==> src/rtl/cache_sa_wb.sv <==
// -----------------------------------------------------------------------------
// cache_sa_wb
//
// Set-associative, write-back, write-allocate data cache sitting between a
// single-word CPU port and a block-wide main-memory port.
//
//   * WAYS-way associativity with true-LRU replacement.
//     Each line keeps an age; the ages of a set are a permutation of
//     0..WAYS-1, and age 0 is the most recently used line.
//   * CPU side uses a request/done handshake.
//     The CPU holds cpu_req until it sees the one-cycle cpu_done pulse.
//   * Memory side uses a req/ack handshake.
//     mem_req, mem_we, mem_addr and mem_wdata stay constant until mem_ack.
//   * hit_cnt and miss_cnt are saturating 16-bit event counters.
//
// Ports
//   clk, rst_n                clock, asynchronous active-low reset
//   cpu_req/we/addr/wdata     CPU request (byte address, bits [1:0] ignored)
//   cpu_done/hit/rdata        one-cycle completion, hit flag, read data
//   mem_req/we/addr/wdata     block write-back (we=1) or fetch (we=0)
//   mem_rdata, mem_ack        fetched block, one-cycle acknowledge
//   hit_cnt, miss_cnt         saturating statistics counters
// -----------------------------------------------------------------------------
module cache_sa_wb #(
  parameter int ADDR_W = 10,
  parameter int WAYS   = 2,
  parameter int SETS   = 2,
  parameter int WORDS  = 4
) (
  input  logic                clk,
  input  logic                rst_n,
  input  logic                cpu_req,
  input  logic                cpu_we,
  input  logic [ADDR_W-1:0]   cpu_addr,
  input  logic [31:0]         cpu_wdata,
  output logic                cpu_done,
  output logic                cpu_hit,
  output logic [31:0]         cpu_rdata,
  output logic                mem_req,
  output logic                mem_we,
  output logic [ADDR_W-1:0]   mem_addr,
  output logic [32*WORDS-1:0] mem_wdata,
  input  logic [32*WORDS-1:0] mem_rdata,
  input  logic                mem_ack,
  output logic [15:0]         hit_cnt,
  output logic [15:0]         miss_cnt
);

  localparam int OFF_W = $clog2(WORDS) + 2;
  localparam int IDX_W = $clog2(SETS);
  localparam int TAG_W = ADDR_W - IDX_W - OFF_W;

  // Way and word selectors keep at least one bit, so that the direct-mapped
  // and single-word configurations still have legal vectors.
  localparam int WAY_W = (WAYS > 1) ? $clog2(WAYS) : 1;
  localparam int WRD_W = (WORDS > 1) ? $clog2(WORDS) : 1;
  localparam int BLK_W = 32 * WORDS;

  localparam logic [2:0] IDLE      = 3'd0;
  localparam logic [2:0] LOOKUP    = 3'd1;
  localparam logic [2:0] WRITEBACK = 3'd2;
  localparam logic [2:0] GAP       = 3'd3;
  localparam logic [2:0] REFILL    = 3'd4;
  localparam logic [2:0] RESPOND   = 3'd5;

  // ---------------------------------------------------------------------------
  // State and captured request
  // ---------------------------------------------------------------------------
  logic [2:0]        state_reg;
  logic              we_reg;
  logic [ADDR_W-1:0] addr_reg;
  logic [31:0]       wdata_reg;
  logic [WAY_W-1:0]  victim_reg;

  // Line status. This is flop-based because reset must invalidate every line
  // and restore the age permutation.
  logic [WAYS-1:0]   valid_reg [SETS];
  logic [WAYS-1:0]   dirty_reg [SETS];
  logic [WAY_W-1:0]  age_reg   [SETS][WAYS];

  // Line payload. This has no reset, because contents of invalid lines are
  // never observed.
  logic [TAG_W-1:0]  tag_mem   [SETS][WAYS];
  logic [BLK_W-1:0]  data_mem  [SETS][WAYS];

  // ---------------------------------------------------------------------------
  // Address fields of the captured request
  // ---------------------------------------------------------------------------
  logic [TAG_W-1:0]  tag_f;
  logic [IDX_W-1:0]  set_idx;
  logic [WRD_W-1:0]  word_idx;
  logic [WRD_W+4:0]  bit_off;
  logic [ADDR_W-1:0] blk_addr;
  logic              unused_addr_bits;

  assign tag_f    = addr_reg[ADDR_W-1:IDX_W+OFF_W];
  assign set_idx  = addr_reg[IDX_W+OFF_W-1:OFF_W];
  assign bit_off  = {word_idx, 5'd0};
  assign blk_addr = {tag_f, set_idx, {OFF_W{1'b0}}};
  // The byte offset within a word has no meaning for a word-wide port.
  assign unused_addr_bits = ^addr_reg[1:0];

  generate
    if (WORDS > 1) begin : g_word_sel
      assign word_idx = addr_reg[OFF_W-1:2];
    end else begin : g_word_single
      assign word_idx = 1'b0;
    end
  endgenerate

  // ---------------------------------------------------------------------------
  // Tag compare and LRU age update for every way of the addressed set
  // ---------------------------------------------------------------------------
  logic [WAYS-1:0]             hit_vec;
  logic                        hit_any;
  logic [WAY_W-1:0]            hit_way;
  logic [WAY_W-1:0]            lru_way;
  logic [WAY_W-1:0]            lru_old_age;
  logic [WAYS-1:0][WAY_W-1:0]  age_next;

  // The line being touched is the hit way during LOOKUP, and the victim way
  // while its refill completes.
  assign lru_way     = (state_reg == REFILL) ? victim_reg : hit_way;
  assign lru_old_age = age_reg[set_idx][lru_way];

  genvar gi;
  generate
    for (gi = 0; gi < WAYS; gi++) begin : g_way
      assign hit_vec[gi] = valid_reg[set_idx][gi] &&
                           (tag_mem[set_idx][gi] == tag_f);

      // The touched way becomes youngest. Only ways younger than its old age
      // move back one step, which keeps the ages a permutation.
      assign age_next[gi] =
        (WAY_W'(gi) == lru_way)              ? '0 :
        (age_reg[set_idx][gi] < lru_old_age) ? age_reg[set_idx][gi] + WAY_W'(1) :
                                               age_reg[set_idx][gi];
    end
  endgenerate

  assign hit_any = |hit_vec;

  // Tags within a set are unique, so at most one bit of hit_vec is set.
  always_comb begin
    hit_way = '0;
    for (int w = 0; w < WAYS; w++) begin
      if (hit_vec[w]) hit_way = WAY_W'(w);
    end
  end

  // ---------------------------------------------------------------------------
  // Victim choice
  //   1. Use the lowest-numbered invalid way.
  //   2. If every way is valid, use the oldest way (age WAYS-1).
  // ---------------------------------------------------------------------------
  logic [WAY_W-1:0] victim_sel;
  logic             victim_found;

  always_comb begin
    victim_sel   = '0;
    victim_found = 1'b0;
    for (int w = 0; w < WAYS; w++) begin
      if (!victim_found && !valid_reg[set_idx][w]) begin
        victim_sel   = WAY_W'(w);
        victim_found = 1'b1;
      end
    end
    if (!victim_found) begin
      for (int w = 0; w < WAYS; w++) begin
        if (age_reg[set_idx][w] == WAY_W'(WAYS - 1)) victim_sel = WAY_W'(w);
      end
    end
  end

  logic [BLK_W-1:0] hit_blk;
  logic [31:0]      hit_word;
  logic [BLK_W-1:0] victim_blk;
  logic [TAG_W-1:0] victim_tag;
  logic             victim_dirty;

  assign hit_blk      = data_mem[set_idx][hit_way];
  assign hit_word     = hit_blk[bit_off +: 32];
  assign victim_blk   = data_mem[set_idx][victim_sel];
  assign victim_tag   = tag_mem[set_idx][victim_sel];
  assign victim_dirty = valid_reg[set_idx][victim_sel] &&
                        dirty_reg[set_idx][victim_sel];

  // ---------------------------------------------------------------------------
  // Write enables and refill merge
  // ---------------------------------------------------------------------------
  logic             fill_en;
  logic             hit_wr_en;
  logic             lru_en;
  logic [BLK_W-1:0] fill_block;

  assign fill_en   = (state_reg == REFILL) && mem_req && mem_ack;
  assign hit_wr_en = (state_reg == LOOKUP) && hit_any && we_reg;
  assign lru_en    = ((state_reg == LOOKUP) && hit_any) || fill_en;

  // A write miss merges the CPU word into the incoming block, so that the
  // fill and the store land on the same edge.
  always_comb begin
    fill_block = mem_rdata;
    if (we_reg) fill_block[bit_off +: 32] = wdata_reg;
  end

  always_ff @(posedge clk) begin
    if (fill_en) begin
      data_mem[set_idx][victim_reg] <= fill_block;
      tag_mem[set_idx][victim_reg]  <= tag_f;
    end else if (hit_wr_en) begin
      data_mem[set_idx][hit_way][bit_off +: 32] <= wdata_reg;
    end
  end

  // ---------------------------------------------------------------------------
  // Control FSM, line status and registered outputs
  // ---------------------------------------------------------------------------
  always_ff @(posedge clk or negedge rst_n) begin
    if (!rst_n) begin
      state_reg  <= IDLE;
      we_reg     <= 1'b0;
      addr_reg   <= '0;
      wdata_reg  <= '0;
      victim_reg <= '0;
      cpu_done   <= 1'b0;
      cpu_hit    <= 1'b0;
      cpu_rdata  <= '0;
      mem_req    <= 1'b0;
      mem_we     <= 1'b0;
      mem_addr   <= '0;
      mem_wdata  <= '0;
      hit_cnt    <= '0;
      miss_cnt   <= '0;
      for (int s = 0; s < SETS; s++) begin
        valid_reg[s] <= '0;
        dirty_reg[s] <= '0;
        for (int w = 0; w < WAYS; w++) begin
          age_reg[s][w] <= WAY_W'(w);
        end
      end
    end else begin
      // cpu_done is a single-cycle pulse raised only on entry to RESPOND.
      cpu_done <= 1'b0;

      if (lru_en) begin
        for (int w = 0; w < WAYS; w++) begin
          age_reg[set_idx][w] <= age_next[w];
        end
      end

      case (state_reg)
        IDLE: begin
          if (cpu_req) begin
            we_reg    <= cpu_we;
            addr_reg  <= cpu_addr;
            wdata_reg <= cpu_wdata;
            state_reg <= LOOKUP;
          end
        end

        LOOKUP: begin
          if (hit_any) begin
            if (hit_cnt != 16'hFFFF) hit_cnt <= hit_cnt + 16'd1;
            if (we_reg) dirty_reg[set_idx][hit_way] <= 1'b1;
            else        cpu_rdata <= hit_word;
            cpu_done  <= 1'b1;
            cpu_hit   <= 1'b1;
            state_reg <= RESPOND;
          end else begin
            if (miss_cnt != 16'hFFFF) miss_cnt <= miss_cnt + 16'd1;
            victim_reg <= victim_sel;
            mem_req    <= 1'b1;
            // The victim block is latched here even on a clean miss, so that
            // mem_wdata never changes while mem_req is high.
            mem_wdata  <= victim_blk;
            if (victim_dirty) begin
              mem_we    <= 1'b1;
              mem_addr  <= {victim_tag, set_idx, {OFF_W{1'b0}}};
              state_reg <= WRITEBACK;
            end else begin
              mem_we    <= 1'b0;
              mem_addr  <= blk_addr;
              state_reg <= REFILL;
            end
          end
        end

        WRITEBACK: begin
          if (mem_ack) begin
            mem_req   <= 1'b0;
            mem_we    <= 1'b0;
            state_reg <= GAP;
          end
        end

        // This state forces one idle cycle between the write-back and the
        // refill, so that memory sees two distinct requests.
        GAP: begin
          mem_req   <= 1'b1;
          mem_we    <= 1'b0;
          mem_addr  <= blk_addr;
          state_reg <= REFILL;
        end

        REFILL: begin
          if (mem_ack) begin
            mem_req                        <= 1'b0;
            valid_reg[set_idx][victim_reg] <= 1'b1;
            dirty_reg[set_idx][victim_reg] <= we_reg;
            if (!we_reg) cpu_rdata <= mem_rdata[bit_off +: 32];
            cpu_done  <= 1'b1;
            cpu_hit   <= 1'b0;
            state_reg <= RESPOND;
          end
        end

        RESPOND: begin
          state_reg <= IDLE;
        end

        default: begin
          state_reg <= IDLE;
        end
      endcase
    end
  end

endmodule

==> config.mk <==
export PLATFORM = sky130hd
export DESIGN_NAME = cache_sa_wb
export DESIGN_NICKNAME = d
export VERILOG_FILES = /design/src/rtl/cache_sa_wb.sv
export SDC_FILE = /design/constraint.sdc
export NUM_CORES = 1
export LEC_CHECK = 0
export ABC_AREA = 1
export ABC_CLOCK_PERIOD_IN_PS = 4700
export BUFFER_PORTS_ARGS = -buffer_cell sky130_fd_sc_hd__buf_2
export CORE_MARGIN = 2
export CORE_UTILIZATION = 40
export CTS_CLUSTER_DIAMETER = 50
export DETAILED_ROUTE_END_ITERATION = 10
export SYNTH_ARGS = -nofsm -noshare
export SYNTH_HDL_FRONTEND = slang
export SYNTH_SLANG_ARGS = --single-unit
==> constraint.sdc <==
create_clock -name clk -period 4.7 [get_ports clk]
set_input_delay 0.705 -clock clk [delete_from_list [all_inputs] [get_ports clk]]
set_output_delay 0.705 -clock clk [all_outputs]
set_load 0.1 [all_outputs]
==> summary.txt <==
Route
  • DR WL/cell: 23.9 um
  • DRT antenna net count: 0
  • Detailed-route DRC error count: 0
  • Vias/cell: 5.41
  • DR iter-0 viols: 3385
  • First drt pass iteration count: 5
  • Via count: 32290
  • Total Wirelength: 143000 um

Setup path
  • Worst path most repeated cell: nand2_1
  • CP Buf/Inv Count: 3
  • R2R Path Start: addr_reg[4]
  • Crit path max-delay family: simple AND/OR/NAND/NOR gates
  • WP data arrival: 4.27 ns
  • Critical path's slowest cell: dfrtp_4
  • Crit Path Class: reg -> reg
  • CP endpoint kind: register
  • Startpoint Class: register
  • Cell Chain, Critical Path: inv_8 > nand2_1 > nand2_1 > nand2_1 > nand2_1 > nor2_1 > nand3_4 > nand2_4 > inv_2 > nor2_2 > nand3_1 > a21oi_4 > buf_4
  • WP data required: 4.99 ns
  • Setup crit start: addr_reg[4]
  • Worst path max stage delay: between 0.8 and 0.9 ns
  • Critical Path Fanout Max: 53

Clocking
  • Cts hold-fix bufs: 0
  • H-tree Lvls: 3
  • CTS tree: built
  • Root Buffer: clkbuf_16
  • CTS max path bufs: 3
  • CTS Buf Count: 105
  • Postcts setup bufs: 0
  • CTS Sinks: 791
  • Worst skew pair latency: 0.69 ns
  • Register clock-pin slew on the reported worst setup and hold paths: 0.06 ns
  • Post-cts gate resize count: 0

Layout
  • Commonest non-fill, non-tap cell in the layout: nand2_1
  • Max reg flops: 512
  • Regs by FF count: data_mem: 512 flops, mem_wdata: 128 flops
  • Layout area overhead: 17.6%
  • Layout cell share with drive strength beyond 1: 0.150
  • Final net count: 4785
  • Top reg by flops: data_mem
  • Non-Filler Instances: 5971
  • Most frequent cells in the layout: nand2_1, edfxtp_1, nand3_1, buf_2, o21ai_0
  • Final Cell Area: 44900 um^2

Logic synthesis
  • Synth unique cells: between 40 and 50
  • Yosys warns: 0
  • Seq/Total Area, Yosys: 0.588
  • Mapped Avg Cell Area: 8.79 um^2
  • Syn Std Cell Area: 38200 um^2
  • Synth top area share: 0.418
  • Dominant cell type by area after synthesis: edfxtp_1
  • Seq cells post-synth: 791
  • Dominant cells by area after synthesis: edfxtp_1, dfrtp_1, nand2_1
  • Post-synthesis instance total: 4347

Timing
  • Setup TNS: 0 ns
  • Min Tclk post-route: 3.98 ns
  • Final hold violation count: 0
  • Final period utilization: 0.846
  • Hold slack: 0.109 ns
  • Skew final: 0.0319 ns
  • Final Setup Violations: 0
  • Unrepaired setup endpoints after global routing: no
  • Actual slew at the worst max-slew pin: 1.17 ns
  • Relative slew margins: 0.220
  • Max frequency: between 0.2 and 0.3 GHz
  • Final Slew Violations: 0

Run
  • Maxcap violations: 0

Placement
  • Post-Place Cells: 5761
  • Number of port buffers: 374
  • Post-DP Area: slightly above 40000 um^2
  • DP HPWL: 87900 um
  • Gpl congestion: about 0.87

Die
  • Die area: 98000 um^2
  • Num ports: 381
  • Die Width: 313 um
  • Die Y: ~310 um
  • CORE AREA: 94900 um^2
  • Num rows: roughly 110
  • Effective utilization at floorplan: 0.403

GRT
  • Largest net degree at the start of global routing: about 180
  • Total track usage: 0.286
  • Initial antenna violation count: 22
  • Vias in the first global route: roughly 30000
  • First-pass GRT wire length: 204000 um
  • GR Overflow Total: 0

Outcome
  • Outcome: finished clean

Hold path
  • Hold crit path type: in -> async
stage by stage:
stage,utilization,worst slack [ns]
after detailed placement,0.435,0.813
after CTS,0.474,0.788
final,0.474,0.722
after global routing,0.474,0.557
after floorplan,-,1.08
after global placement,0.435,0.853
worst reg2reg max path: stages, from the launching register on:
cell and delay (ns):
dfrtp_4 0.87, inv_8 0.20, nand2_1 0.16, nand2_1 0.08
nand2_1 0.07, nand2_1 0.06, nor2_1 0.17, nand3_4 0.19
nand2_4 0.16, inv_2 0.08, nor2_2 0.49, nand3_1 0.34
a21oi_4 0.19, buf_4 0.50
logic make-up (layout without fill, tap and decap cells):
group,after synthesis,after routing,synth area share
adder cells (fa/ha/maj),7,7,0.00229
other,1,15,0.0000981
buffers and inverters,487,832,0.0531
XOR/XNOR,30,30,0.00688
multiplexers,33,33,0.00973
AO/OA/AOI/OAI,540,540,0.0799
flip-flops,791,791,0.588
AND/OR/NAND/NOR,2458,2458,0.260
area by class of cell:
cell class | count | area, um^2
fill | 9049 | 49900
tap | 1265 | 1580
antenna | 11 | 27.5
clock buffer | 118 | 2760
sequential | 791 | 22500
timing repair buffer | 432 | 2440
inverter | 201 | 772
clock inverter | 81 | 922
multi-input combinational | 3072 | 14000
Yosys cell counts, drive strengths merged:
master  count
dfrtp     257
dfstp       2
a21oi      35
xor2       24
conb        1
ha          7
a31oi       1
clkinv      2
nor4        1
mux2       33
nand2    1616
nand4       6
o211ai      4
o22ai       2
buf       111
xnor2       6
o31ai     129
nor3       10
nor2      328
o211a       1
nor3b       1
inv       199
nand3     495
o21ai     366
edfxtp    532
o21bai      2
clkbuf    175
nor4b       1
worst paths after layout:
check / slack (ns) / cells after the start / end
max in group asynchronous: 3.62 / 2 / mem_wdata[99]
min in group clk: 0.25 / 2 / wdata_reg[0]
hold / removal: 0.11 / 1 / miss_cnt[5]
setup reg to reg: 0.72 / 13 / data_mem[1][206]
setup / recovery: 0.72 / 13 / data_mem[1][206]
hold reg to reg: 0.47 / 2 / mem_wdata[79]
layer usage:
layer	vias to the layer above	track usage	share of wire
met5	-	0	0.00098
met4	20	0.177	0.070
met3	331	0.0895	0.11
met2	1611	0.429	0.44
met1	15249	0.361	0.38
li1	15079	-	-
Power is not shown: default switching activity piles up to over one toggle a cycle in this logic, so the estimate is an artifact.
